--- src/rtl/tpu_ctrl_pkg.sv ---
// Shared encodings for the TPU host-command sequencer: opcodes, FSM states,
// response codes and the C-buffer lane map.
package tpu_ctrl_pkg;

  localparam logic [6:0] F_SET_CFG = 7'd0;
  localparam logic [6:0] F_WR_A    = 7'd1;
  localparam logic [6:0] F_WR_B    = 7'd2;
  localparam logic [6:0] F_START   = 7'd3;
  localparam logic [6:0] F_RD_C    = 7'd4;
  localparam logic [6:0] F_STATUS  = 7'd5;

  localparam logic [31:0] RSP_OK      = 32'h0000_0000;
  localparam logic [31:0] RSP_BAD_OP  = 32'hFFFF_FFFF;
  localparam logic [31:0] RSP_BAD_DIM = 32'hFFFF_FFFE;
  localparam logic [31:0] RSP_NO_BUSY = 32'hFFFF_FFFD;
  localparam logic [31:0] RSP_TIMEOUT = 32'hDEAD_0000;

  // WAIT_HI gives the TPU this many extra cycles (4 in total) to raise busy
  localparam logic [1:0] HI_WAIT_LAST = 2'd3;

  typedef enum logic [2:0] {
    S_IDLE,
    S_WRITE,
    S_PULSE,
    S_WAIT_HI,
    S_RUN,
    S_RD_ADDR,
    S_RD_DATA,
    S_RESP
  } state_e;

  // Lane 0 is the most significant accumulator of the 128-bit C word
  function automatic logic [31:0] lane_word(input logic [127:0] c, input logic [1:0] lane);
    logic [31:0] w;
    case (lane)
      2'd0:    w = c[127:96];
      2'd1:    w = c[95:64];
      2'd2:    w = c[63:32];
      default: w = c[31:0];
    endcase
    return w;
  endfunction

endpackage

--- src/rtl/tpu_cmd_sched.sv ---
// Host-command sequencer for the 4x4 systolic TPU: configuration, A/B buffer fill,
// run launch with busy-cycle count and watchdog, and 32-bit C readback.
//
// state    | meaning
// IDLE     | ready for a command (when no response pending)
// WRITE    | one-cycle host A/B write strobe
// PULSE    | start pulse to TPU, buffers handed to TPU
// WAIT_HI  | waiting up to 4 cycles for TPU busy
// RUN      | counting busy cycles, watchdog armed
// RD_ADDR  | C index driven to buffer
// RD_DATA  | C data returned, lane captured
// RESP     | response held until host consumes it
module tpu_cmd_sched
  import tpu_ctrl_pkg::*;
#(
  parameter int ADDR_W = 12,
  parameter int C_W    = 128,
  parameter int TMO_W  = 20
) (
  input  logic              clk,
  input  logic              rst_n,
  input  logic              cmd_valid,
  output logic              cmd_ready,
  input  logic [6:0]        cmd_funct,
  input  logic [31:0]       cmd_in0,
  input  logic [31:0]       cmd_in1,
  output logic              rsp_valid,
  input  logic              rsp_ready,
  output logic [31:0]       rsp_out,
  output logic              tpu_in_valid,
  output logic [7:0]        tpu_K,
  output logic [7:0]        tpu_M,
  output logic [7:0]        tpu_N,
  output logic [8:0]        tpu_offset,
  input  logic              tpu_busy,
  output logic              buf_sel_tpu,
  output logic              a_wr_en,
  output logic              b_wr_en,
  output logic [ADDR_W-1:0] ab_index,
  output logic [31:0]       ab_data,
  output logic [ADDR_W-1:0] c_index,
  input  logic [C_W-1:0]    c_data
);

  state_e              state_q, state_d;
  logic [7:0]          k_q, k_d, m_q, m_d, n_q, n_d;
  logic [8:0]          off_q, off_d;
  logic                is_b_q, is_b_d;
  logic [ADDR_W-1:0]   ab_index_q, ab_index_d;
  logic [31:0]         ab_data_q, ab_data_d;
  logic [ADDR_W-1:0]   c_index_q, c_index_d;
  logic [1:0]          lane_q, lane_d;
  logic [31:0]         rsp_q, rsp_d;
  logic                buf_sel_q, buf_sel_d;
  logic [31:0]         cnt_q, cnt_d;
  logic [TMO_W-1:0]    wd_q, wd_d;
  logic [TMO_W-1:0]    wd_nxt;
  logic [1:0]          hi_q, hi_d;
  logic                tmo_q, tmo_d;

  logic unused_in0_hi;
  assign unused_in0_hi = ^cmd_in0[31:24];

  assign wd_nxt = wd_q + 1'b1;

  always_comb begin
    state_d    = state_q;
    k_d        = k_q;
    m_d        = m_q;
    n_d        = n_q;
    off_d      = off_q;
    is_b_d     = is_b_q;
    ab_index_d = ab_index_q;
    ab_data_d  = ab_data_q;
    c_index_d  = c_index_q;
    lane_d     = lane_q;
    rsp_d      = rsp_q;
    buf_sel_d  = buf_sel_q;
    cnt_d      = cnt_q;
    wd_d       = wd_q;
    hi_d       = hi_q;
    tmo_d      = tmo_q;

    case (state_q)
      S_IDLE: begin
        if (cmd_valid) begin
          case (cmd_funct)
            F_SET_CFG: begin
              k_d     = cmd_in0[7:0];
              m_d     = cmd_in0[15:8];
              n_d     = cmd_in0[23:16];
              off_d   = cmd_in1[8:0];
              rsp_d   = RSP_OK;
              state_d = S_RESP;
            end
            F_WR_A, F_WR_B: begin
              ab_index_d = cmd_in0[ADDR_W-1:0];
              ab_data_d  = cmd_in1;
              is_b_d     = (cmd_funct == F_WR_B);
              state_d    = S_WRITE;
            end
            F_START: begin
              if ((k_q != 8'd0) && (m_q != 8'd0) && (n_q != 8'd0)) begin
                buf_sel_d = 1'b1;
                cnt_d     = 32'd0;
                wd_d      = '0;
                tmo_d     = 1'b0;
                state_d   = S_PULSE;
              end else begin
                rsp_d   = RSP_BAD_DIM;
                state_d = S_RESP;
              end
            end
            F_RD_C: begin
              c_index_d = cmd_in0[ADDR_W-1:0];
              lane_d    = cmd_in1[1:0];
              state_d   = S_RD_ADDR;
            end
            F_STATUS: begin
              rsp_d   = {27'd0, buf_sel_q, tpu_busy, tmo_q, 2'b00};
              state_d = S_RESP;
            end
            default: begin
              rsp_d   = RSP_BAD_OP;
              state_d = S_RESP;
            end
          endcase
        end
      end
      S_WRITE: begin
        rsp_d   = RSP_OK;
        state_d = S_RESP;
      end
      S_PULSE: begin
        hi_d    = 2'd0;
        state_d = S_WAIT_HI;
      end
      S_WAIT_HI: begin
        // The first busy cycle is seen here, so it is counted here too
        if (tpu_busy) begin
          cnt_d   = 32'd1;
          wd_d    = {{(TMO_W-1){1'b0}}, 1'b1};
          state_d = S_RUN;
        end else if (hi_q == HI_WAIT_LAST) begin
          rsp_d     = RSP_NO_BUSY;
          buf_sel_d = 1'b0;
          state_d   = S_RESP;
        end else begin
          hi_d = hi_q + 2'd1;
        end
      end
      S_RUN: begin
        if (!tpu_busy) begin
          rsp_d     = cnt_q;
          buf_sel_d = 1'b0;
          state_d   = S_RESP;
        end else begin
          cnt_d = (cnt_q == 32'hFFFF_FFFF) ? cnt_q : cnt_q + 32'd1;
          wd_d  = wd_nxt;
          if (wd_nxt == {TMO_W{1'b1}}) begin
            rsp_d     = RSP_TIMEOUT;
            tmo_d     = 1'b1;
            buf_sel_d = 1'b0;
            state_d   = S_RESP;
          end
        end
      end
      S_RD_ADDR: state_d = S_RD_DATA;
      S_RD_DATA: begin
        rsp_d   = lane_word(c_data[127:0], lane_q);
        state_d = S_RESP;
      end
      S_RESP: begin
        if (rsp_ready) state_d = S_IDLE;
      end
      default: state_d = S_IDLE;
    endcase
  end

  always_ff @(posedge clk or negedge rst_n) begin
    if (!rst_n) begin
      state_q    <= S_IDLE;
      k_q        <= '0;
      m_q        <= '0;
      n_q        <= '0;
      off_q      <= '0;
      is_b_q     <= 1'b0;
      ab_index_q <= '0;
      ab_data_q  <= '0;
      c_index_q  <= '0;
      lane_q     <= '0;
      rsp_q      <= '0;
      buf_sel_q  <= 1'b0;
      cnt_q      <= '0;
      wd_q       <= '0;
      hi_q       <= '0;
      tmo_q      <= 1'b0;
    end else begin
      state_q    <= state_d;
      k_q        <= k_d;
      m_q        <= m_d;
      n_q        <= n_d;
      off_q      <= off_d;
      is_b_q     <= is_b_d;
      ab_index_q <= ab_index_d;
      ab_data_q  <= ab_data_d;
      c_index_q  <= c_index_d;
      lane_q     <= lane_d;
      rsp_q      <= rsp_d;
      buf_sel_q  <= buf_sel_d;
      cnt_q      <= cnt_d;
      wd_q       <= wd_d;
      hi_q       <= hi_d;
      tmo_q      <= tmo_d;
    end
  end

  assign cmd_ready    = (state_q == S_IDLE);
  assign rsp_valid    = (state_q == S_RESP);
  assign rsp_out      = rsp_q;
  assign tpu_in_valid = (state_q == S_PULSE);
  assign tpu_K        = k_q;
  assign tpu_M        = m_q;
  assign tpu_N        = n_q;
  assign tpu_offset   = off_q;
  assign buf_sel_tpu  = buf_sel_q;
  assign a_wr_en      = (state_q == S_WRITE) && !is_b_q && !buf_sel_q;
  assign b_wr_en      = (state_q == S_WRITE) &&  is_b_q && !buf_sel_q;
  assign ab_index     = ab_index_q;
  assign ab_data      = ab_data_q;
  assign c_index      = c_index_q;

endmodule

--- config.mk ---
export PLATFORM = sky130hd
export DESIGN_NAME = tpu_cmd_sched
export DESIGN_NICKNAME = d
export VERILOG_FILES = /design/src/rtl/tpu_ctrl_pkg.sv /design/src/rtl/tpu_cmd_sched.sv
export SDC_FILE = /design/constraint.sdc
export NUM_CORES = 1
export LEC_CHECK = 0
export CELL_PAD_IN_SITES_DETAIL_PLACEMENT = 1
export CELL_PAD_IN_SITES_GLOBAL_PLACEMENT = 2
export CORE_MARGIN = 4
export CORE_UTILIZATION = 29
export CTS_CLUSTER_DIAMETER = 30
export DETAILED_ROUTE_END_ITERATION = 10
export PLACE_DENSITY = 0.86
export SETUP_SLACK_MARGIN = 0.02
export SLEW_MARGIN = 25
export SYNTH_ARGS = -nofsm -noshare
export SYNTH_HDL_FRONTEND = slang
export SYNTH_SLANG_ARGS = --single-unit
--- constraint.sdc ---
create_clock -name clk -period 3.7 [get_ports clk]
set_clock_uncertainty 0.2 [all_clocks]
set_input_delay 0.74 -clock clk [delete_from_list [all_inputs] [get_ports clk]]
set_output_delay 0.74 -clock clk [all_outputs]
set_load 0.01 [all_outputs]
# After elaboration in Yosys (flattened, before gate mapping)
# Index checks and enable logic that the tools add are counted.
# word_totals
in_bits,204
regBits,183
elab_cells,130
out_inout_bits,127
# op_classes
muxes,48
n_addsub,3
reduce_logical,31
eq_ne,32
# op_table
op,n
$mux 32,12
$pmux 32 s3,2
$pmux 32 s5,1
$pmux 32 s4,1
$mux 20,5
$pmux 20 s3,1
$add 32x1->32 const B,1
$eq 32x32->1 const B,1
$reduce_bool 8->1,3
$mux 3,7
$pmux 3 s7,1
$reduce_and 7->1,3
$add 20x1->20 const B,1
$eq 20x20->1 const B,1
$ne 2x2->1 const B,9
$eq 7x2->1 const B,2
$eq 7x3->1 const B,2
$eq 3x3->1 const B,4
$mux 1,12
$reduce_and 3->1,4
$reduce_and 6->1,2
$ne 3x3->1 const B,3
$pmux 3 s3,1
$eq 7x1->1 const B,1
other kinds (21),34

# Logic depth before layout (Yosys ltp)
# Gate-level depths: netlist of the first run.
# logic_depth
ltp_word,7
mapped_depth,10
depth_no_buf,9

# Worst setup path after synthesis of the first run
# OpenSTA, ideal clock, no wires.
# synth_timing
kind,input-to-reg
from,input cmd_funct[0]
to,register cnt_q[31]
t_arrival_ns,2.530
stages,8
slack_ns,0.887
n_path_buf,1
setup_time_ns,0.083
required_ns,3.417
cell_sequence,clkbuf_1 -> nand2_1 -> nor3b_2 -> nand4_2 -> a211oi_2 -> nand4_2 -> or4_1 -> o21ai_0
# synth_between
elab_chain_cells,3
# synth_lines
item,line,text
from (decl),tpu_cmd_sched.sv:24,"input logic [6:0] cmd_funct,"
$eq 7x2->1,tpu_cmd_sched.sv:87,case (cmd_funct)
$ne 2x1->1 (no source line),--,
$reduce_and 7->1 (no source line),--,
to (signal assigned),tpu_cmd_sched.sv:211,cnt_q <= cnt_d;
to (decl),tpu_cmd_sched.sv:55,"logic [31:0] cnt_q, cnt_d;"
# No other way between the ends.
# A chain may end at the register's enable or synchronous reset.

# Worst setup path in the final report of the first run
# layout_timing
from,register state_q[1]
to,output cmd_ready
# layout_between
elab_chain_cells,1
# layout_lines
item,line,text
from (decl),tpu_cmd_sched.sv:45,"state_e state_q, state_d;"
from (signal assigned),tpu_cmd_sched.sv:199,state_q <= state_d;
$logic_not 3->1,tpu_cmd_sched.sv:218,assign cmd_ready = (state_q == S_IDLE);
to (decl),tpu_cmd_sched.sv:23,"output logic cmd_ready,"
# No other way between the ends.

==> flow_summary.json, run 1 <==
{
  "maxUsedRoutingLayer": "met4",
  "finalSetupTns_ps": 0,
  "grt_antenna_before_repair": 3,
  "drive_gt1_share_pct": 18.64,
  "path_clk_slew_ps": 80,
  "cts_resized": 0,
  "finalSetupViolations": 0,
  "fillerInstances": 3617,
  "cts_hold_repair.buffers": 0,
  "yosysSeqAreaShare_pct": 46.60,
  "preCtsSetupSlack_ps": 187.4,
  "hold_violations": 0,
  "required_ps": 2760,
  "wl_met2_mm": 18.01,
  "wl_met1_mm": 14.66,
  "cts_max_level": 4,
  "area.sequential_sq_mm": 0.004581,
  "worstMarginPinSlew_ps": 894.8,
  "rows": 67,
  "areaGrowthSynthToFinish_pct": 46.36,
  "antenna_left": 0,
  "vias_per_cell": 5.151,
  "dieArea_sq_mm": 0.03689,
  "die_y_microns": 192.1,
  "setup_slack_ps": 249.1,
  "status": "complete, no violations",
  "dominantRegCellSynth": "dfrtp_1",
  "synth_edf_count": 0,
  "num_io_pins": 331,
  "gp_congestion": 0.8047,
  "wl_per_cell_microns": 21.58,
  "yosys_register_bits": 183,
  "clock_path_buffers": 2,
  "min_period_ps": 3451,
  "path_class": "flip-flop to output port",
  "final_cell_mix": "clkdlybuf4s50_1, dfrtp_1, mux2_2, o21ai_0, nor2_1",
  "path_buf_inv": 2,
  "cp_max_fo": 20,
  "initial_core_util_pct": 29.38,
  "syn_area_per_cell_sq_um": 11.14,
  "synth_cells": 882,
  "slowest_delay_ps": 640,
  "slowest_stage": "dfrtp_1",
  "insertion_delay_ps": 450,
  "critPathCaptureType": "output port",
  "route.met3.wl_mm": 2.487,
  "multi_input_area_sq_mm": 0.004970,
  "vias": 8540,
  "fin_crit_sh_pct": 93.27,
  "drc": 0,
  "drt_iter0_markers": 406,
  "path_delay_family": "buffers and inverters",
  "coreArea_sq_mm": 0.03345,
  "arrival_ps": 2510,
  "die_x_microns": 192.1,
  "hp-class": "input pin to asynchronous set/reset pin",
  "relSlewSlack_pct": 40.35,
  "worst_setup_path_start_kind": "flip-flop",
  "postCtsSetupBuffers": 0,
  "fmax_mhz": 289.8,
  "netlist_area_sq_mm": 0.009827,
  "grt_overflow": 0,
  "clk_root_buffer_cell": "clkbuf_16",
  "drt-total-wl_mm": 35.78,
  "port_buffers": 322,
  "async_flop_share_pct": 100.0,
  "p_leak_nw": 5.884,
  "grt_max_degree": 74,
  "drv_cap": 0,
  "drtPass1Iterations": 5,
  "synth_nets": 1091,
  "netlist-cell-type-count": 60,
  "drv_slew": 0,
  "first_global_vias": 9336,
  "cts_buffers": 17,
  "nets": 1404,
  "final_common_cell": "clkdlybuf4s50_1",
  "hpwl_mm": 26.70,
  "grt.total_usage_pct": 19.22,
  "ir_worst_vdd_mv": 0.5366,
  "cts_tree": "built",
  "cp_cell_sequence": "nor2_2 -> nand2_1 -> inv_1 -> clkdlybuf4s50_1",
  "power_density_mw_per_mm2": 569.9,
  "grt_pass1_wl_mm": 55.28,
  "ys_warn_count": 0,
  "rsz0062_at_grt": "false",
  "clock-sinks": 183
}
==> layer usage <==
metal / vias up / GRT usage (%)
met1: 4355 / 23.39
met4: 0 / 4.827
met5: - / 0
met3: 33 / 5.380
met2: 246 / 33.67
li1: 3906 / -
==> cells in the mapped netlist (all sizes together), types with 19 or more instances <==
cell	instances	share of area, %
nor4	19	1.7
mux2i	22	2.2
nor3	21	1.1
clkbuf	31	1.2
mux2	125	15
nand2	53	2.0
mux4	21	4.8
buf	24	1.5
xnor2	20	1.8
nor2	75	2.9
a21oi	24	1.2
nand3	28	1.5
o21ai	79	4.1
dfrtp	183	47
==> cell type report <==
cell class                 instances  area share (%)
antenna                            3         0.05220
clock buffer                      17           2.958
clock inverter                    14           1.853
inverter                          12          0.3132
multi-input combinational        632           34.55
sequential                       183           31.85
tap                              448           3.897
timing repair buffer             349           24.52
==> cell families after synthesis <==
logic type / after synthesis / share of synthesized area, %
DFF: 183 / 46.60
buffers and inverters: 67 / 3.132
AOI/OAI and AO/OA: 180 / 11.43
adders and majority gates: 5 / 0.6366
muxes: 168 / 22.52
and+or+nand+nor: 251 / 13.18
xor gates and xnor gates: 28 / 2.496
==> state kept, by name, indices dropped and copies added, names as in the netlist, 8 cells and up <==
| register | flops |
|---|---|
| ab_data | 32 |
| cnt_q | 32 |
| rsp_out | 32 |
| wd_q | 20 |
| ab_index | 12 |
| c_index | 12 |
| tpu_offset | 9 |
| tpu_K | 8 |
| tpu_M | 8 |
| tpu_N | 8 |
==> final timing paths <==
kind                             start     endpoint  slack, ps  cells past startpoint
setup / recovery            state_q[1]    cmd_ready        250                      4
hold / removal                   rst_n  ab_index[9]        120                      1
setup reg to reg               wd_q[1]  rsp_out[12]        480                      9
hold reg to reg            ab_data[28]  ab_data[28]        310                      1
max in group asynchronous        rst_n     cnt_q[4]       2380                      2
min in group clk           ab_data[28]  ab_data[28]        310                      1
==> where the power goes <==
group          switching, mW  leakage (nW)  total [mW]  internal (mW)
clock network          0.847         0.335        2.19           1.34
registers              0.273          2.44        2.57           2.30
logic                   1.61          3.11        3.43           1.82
total                   2.73          5.88        8.20           5.47
==> metrics by stage <==
stage	hold slack [ps]	utilization (%)	instances	total power [mW]	area (sq um)
global route	157.1	43.00	1658	8.660	14380
finish	117.7	43.00	1658	8.196	14380
detailed placement	294.8	40.91	1624	6.045	13680
floorplan	244.4	-	882	4.631	9827
CTS	134.7	42.98	1655	8.294	14380
global placement	289.3	40.90	1624	5.922	13680
==> worst reg2reg max path: cells and delay by family (launching register included) <==
kind	cells	cell delay (ps)
AND/OR/NAND/NOR	3	810
flip-flops	1	440
buffers and inverters	1	240
multiplexers	1	330
adder cells (fa/ha/maj)	1	270
AO/OA/AOI/OAI	3	820
No activity file was read; power rests on OpenSTA's default activity.
==> run 2, diff against run 1 <==
Settings changed: CORE_MARGIN 4 to not set, REMOVE_ABC_BUFFERS set to 1.
==> run 2 against run 1 <==
Effect of this change: total power is 3.7% lower; via count is 1.1% lower; global-route usage is 0.65 points lower; clock power is 9.1% lower; flip-flop and latch count stayed put; sequential power hardly changed; utilization is 0.27 points lower; first-iteration DRC count is 5.7% lower; final cell count is 0.18% higher.
==> flow_summary.json, run 2 (same netlist as run 1, synthesis figures left out) <==
{
  "slowest_delay_ps": 550,
  "ir_worst_vdd_mv": 0.2558,
  "path_class": "flip-flop to output port",
  "cts_tree": "built",
  "initial_core_util_pct": 29.38,
  "num_io_pins": 331,
  "hp-class": "input pin to asynchronous set/reset pin",
  "multi_input_area_sq_mm": 0.004967,
  "min_period_ps": 3201,
  "port_buffers": 322,
  "grt_antenna_before_repair": 2,
  "postCtsSetupBuffers": 0,
  "p_total_mw": 7.897,
  "cts_resized": 0,
  "area.sequential_sq_mm": 0.004581,
  "drc": 0,
  "hpwl_mm": 23.65,
  "maxUsedRoutingLayer": "met4",
  "wl_met2_mm": 16.44,
  "path_depth": 4,
  "rows": 67,
  "r2r_start": "wd_q[1]",
  "path_buf_inv": 3,
  "fillerInstances": 3624,
  "cp_cell_sequence": "clkinv_1 -> nand3_1 -> inv_1 -> clkdlybuf4s50_1",
  "rsz0062_at_grt": "false",
  "worst_setup_path_start_kind": "flip-flop",
  "timing.rr.end": "rsp_out[5]",
  "gp_congestion": 0.8166,
  "cts_buffers": 17,
  "critPathCaptureType": "output port",
  "drt_iter0_markers": 383,
  "dieArea_sq_mm": 0.03463,
  "coreArea_sq_mm": 0.03345,
  "hold_violations": 0,
  "drtPass1Iterations": 4,
  "drt-total-wl_mm": 31.97,
  "clock-sinks": 183,
  "fin_crit_sh_pct": 86.51,
  "finalSetupViolations": 0,
  "first_global_vias": 8941,
  "fmax_mhz": 312.4,
  "final_common_cell": "clkdlybuf4s50_1",
  "grt_overflow": 0,
  "slowest_stage": "dfrtp_1",
  "p_leak_nw": 5.861,
  "clock_path_buffers": 2,
  "cts_max_level": 4,
  "path_delay_family": "buffers and inverters",
  "cts_hold_repair.buffers": 0,
  "grt.total_usage_pct": 18.57,
  "wl_met1_mm": 12.70,
  "finalSetupTns_ps": 0,
  "route.met3.wl_mm": 2.197,
  "vias": 8444,
  "worstMarginPinSlew_ps": 947.3,
  "areaGrowthSynthToFinish_pct": 45.44,
  "ff2ff_setup_slack_ps": 530,
  "final_cell_mix": "clkdlybuf4s50_1, dfrtp_1, mux2_2, o21ai_0, nor2_1",
  "drive_gt1_share_pct": 18.83,
  "reg2reg_depth": 9,
  "antenna_left": 0,
  "clk_root_buffer_cell": "clkbuf_16",
  "power_density_mw_per_mm2": 552.5,
  "die_y_microns": 186.1,
  "wl_per_cell_microns": 19.25,
  "vias_per_cell": 5.084,
  "status": "complete, no violations",
  "die_x_microns": 186.1,
  "arrival_ps": 2260,
  "grt_max_degree": 89,
  "drv_cap": 0,
  "insertion_delay_ps": 440,
  "relSlewSlack_pct": 36.62,
  "cp_max_fo": 10,
  "required_ps": 2760,
  "drv_slew": 0,
  "grt_pass1_wl_mm": 49.34,
  "path_clk_slew_ps": 80,
  "nets": 1407
}
run 2: cell count changes in the layout (fill, tap and decap cells not counted), sizes merged:
| cell | delta |
|---|---|
| inv | +1 |
| clkinv | +3 |
| bufinv | -4 |
| diode | -1 |
| clkbuf | +2 |
| buf | +2 |
run 2: layout make-up:
| class | count | share of cell area (%) |
|---|---|---|
| inverter | 12 | 0.3152 |
| multi-input combinational | 632 | 34.75 |
| timing repair buffer | 352 | 24.50 |
| clock buffer | 18 | 3.073 |
| clock inverter | 14 | 1.348 |
| tap | 448 | 3.922 |
| sequential | 183 | 32.05 |
| antenna | 2 | 0.03502 |
run 2: worst max path at each step:
stage | slack (ps) | startpoint | endpoint
2_1_floorplan | 20 | wd_q[1] | rsp_out[0]
5_1_grt | 300 | state_q[2] | tpu_in_valid
6_report | 500 | state_q[2] | tpu_in_valid
3_3_place_gp | 230 | cmd_funct[3] | cnt_q[22]
3_5_place_dp | 210 | cmd_funct[3] | cnt_q[22]
4_1_cts | 480 | state_q[2] | tpu_in_valid
run 2: per-layer routing:
| layer | up-vias | track usage [%] |
|---|---|---|
| li1 | 3918 | - |
| met1 | 4261 | 21.21 |
| met2 | 229 | 33.19 |
| met3 | 36 | 5.322 |
| met4 | 0 | 5.803 |
| met5 | - | 0 |
run 2: per-stage QoR:
| step | cells | worst slack, ps | hold slack [ps] | cell area [sq um] | utilization (%) |
|---|---|---|---|---|---|
| finish | 1661 | 499.1 | 153.7 | 14290 | 42.73 |
| global route | 1660 | 297.4 | 193.9 | 14290 | 42.72 |
| CTS | 1659 | 484.9 | 183.9 | 14290 | 42.71 |
| detailed placement | 1627 | 206.3 | 295.0 | 13660 | 40.83 |
| global placement | 1627 | 227.1 | 288.7 | 13660 | 40.83 |
| floorplan | 827 | 16.30 | 244.4 | 9564 | - |
run 2: power by group:
part / internal [mW] / switching [mW]
Sequential: 2.30 / 0.236
Clock: 1.11 / 0.882
Combinational: 1.80 / 1.58
Total: 5.20 / 2.69
run 2: worst register-to-register path, stage by stage, from the launching register on:
cell and delay [ps]:
dfrtp_1 450, ha_1 270, nand3_1 240, nor2_1 430, a32o_1 240, a32oi_1 90, nor4_4 480, o21ai_4 100
buf_4 220, mux2_4 330
==> run 3, diff against run 2 <==
Settings changed: CORE_UTILIZATION 29 to 31, PLACE_DENSITY 0.86 to 0.91.
Clock period 3.7 ns to 4.2 ns, I/O delays scaled along.
==> run 3 against run 2 <==
Effect of this change: hold slack better by 90 ps; sequential share of layout area is 0.21 points higher; worst setup slack better by 61 ps; wire length is 0.17% lower; total power is 12% lower; flip-flop and latch count stayed put; sequential power is 12% lower; critical path type is now flip-flop to flip-flop; register-to-register slack better by 30 ps; largest power group unchanged; first-iteration DRC count is 1.6% higher.
==> flow_summary.json, run 3 (same netlist as run 1, synthesis figures left out) <==
{
  "nets": 1403,
  "grt_overflow": 0,
  "drv_slew": 0,
  "dieArea_sq_mm": 0.03242,
  "vias": 8454,
  "swShare_pct": 36.00,
  "wl_per_cell_microns": 19.91,
  "path_clk_slew_ps": 90,
  "power_density_mw_per_mm2": 489.7,
  "antenna_left": 0,
  "ir_worst_vdd_mv": 0.3062,
  "preCtsSetupSlack_ps": 471.5,
  "internal_power_mw": 4.450,
  "coreArea_sq_mm": 0.03091,
  "die_x_microns": 180.0,
  "r2r_start": "wd_q[1]",
  "p_switching_mw": 2.503,
  "port_buffers": 322,
  "cts_buffers": 17,
  "grt_pass1_wl_mm": 51.40,
  "drtPass1Iterations": 4,
  "fmax_mhz": 274.7,
  "p_seq_share_pct": 32.1,
  "min_period_ps": 3640,
  "hold_violations": 0,
  "relSlewSlack_pct": 35.43,
  "cp_max_fo": 19,
  "drv_cap": 0,
  "pwr-share-clk_pct": 25.3,
  "areaGrowthSynthToFinish_pct": 44.49,
  "first_global_vias": 9159,
  "dpl.cell_count": 1571,
  "p_leak_nw": 5.839,
  "fillerInstances": 3342,
  "initial_core_util_pct": 31.79,
  "cts_resized": 0,
  "grt_antenna_before_repair": 1,
  "fin_crit_sh_pct": 86.66,
  "clk_root_buffer_cell": "clkbuf_16",
  "drive_gt1_share_pct": 18.56,
  "status": "complete, no violations",
  "vias_per_cell": 5.274,
  "worstSetupStartpoint": "wd_q[1]",
  "hpwl_mm": 23.52,
  "drc": 0,
  "hp-class": "input pin to asynchronous set/reset pin",
  "rows": 64,
  "fin_cells": 1603,
  "num_io_pins": 331,
  "grt_max_degree": 91,
  "die_y_microns": 180.0,
  "insertion_delay_ps": 450,
  "worst_setup_path_start_kind": "flip-flop",
  "drt-total-wl_mm": 31.91,
  "final_util_pct": 45.94,
  "final_cell_mix": "clkdlybuf4s50_1, dfrtp_1, mux2_2, o21ai_0, nor2_1",
  "rsz0062_at_grt": "false",
  "finalSetupViolations": 0,
  "arrival_ps": 3770,
  "gp_congestion": 0.8184,
  "path_class": "flip-flop to flip-flop",
  "final_common_cell": "clkdlybuf4s50_1",
  "cts_tree": "built",
  "cts_max_level": 4,
  "finalSetupTns_ps": 0,
  "p_total_mw": 6.953,
  "postCtsSetupBuffers": 0,
  "cts_hold_repair.buffers": 0,
  "reg2reg_depth": 9,
  "setup_slack_ps": 560.2,
  "clock_path_buffers": 2,
  "required_ps": 4330,
  "worstMarginPinSlew_ps": 968.6,
  "power_frac_comb_pct": 42.6,
  "critPathCaptureType": "flip-flop",
  "antenna_cells_inserted": 0,
  "drt_iter0_markers": 389,
  "clock-sinks": 183,
  "grt.total_usage_pct": 19.94
}
## run 3: routing by layer
layer	vias to the layer above	share of wire, %	global-route usage (%)
li1	3897	-	-
met1	4290	41	23.10
met2	236	51	36.28
met3	29	6.3	5.396
met4	2	1.4	4.889
met5	-	0.041	0
## run 3: power by group through the flow
stage / registers (mW) / logic, mW / clock network (mW)
global route: 2.27 / 3.22 / 1.87
finish: 2.23 / 2.96 / 1.76
detailed placement: 2.27 / 2.98 / 0
floorplan: 2.33 / 1.65 / 0
global placement: 2.25 / 2.91 / 0
CTS: 2.23 / 2.99 / 1.81
## run 3: area by class of cell
class	instances	area, sq um	share of cell area [%]
multi-input combinational	632	4967	34.98
sequential	183	4581	32.26
timing repair buffer	348	3460	24.37
tap	396	495.5	3.490
clock buffer	17	425.4	2.996
clock inverter	15	225.2	1.586
inverter	12	45.04	0.3172
## run 3: worst paths after layout
path	to	slack, ps
min	rsp_out[17]	240
min reg2reg	rsp_out[31]	310
min in group clk	rsp_out[31]	310
max	rsp_out[0]	560
max reg2reg	rsp_out[0]	560
max in group asynchronous	tpu_N[1]	2720
## run 3: critical path, cell delays in order, from the launching register on
cell	delay (ps)
dfrtp_1	450
ha_1	280
nand3_1	230
nor2_1	450
o21ai_0	160
a32oi_1	350
nor4_4	130
o21ai_4	630
buf_12	280
mux2_2	350
## run 3: through the flow
stage / instance area (sq um) / hold slack, ps
6_report: 14200 / 243.8
5_1_grt: 14200 / 295.1
4_1_cts: 14200 / 283.7
3_5_place_dp: 13550 / 295.6
3_3_place_gp: 13550 / 288.7
2_1_floorplan: 9564 / 262.9
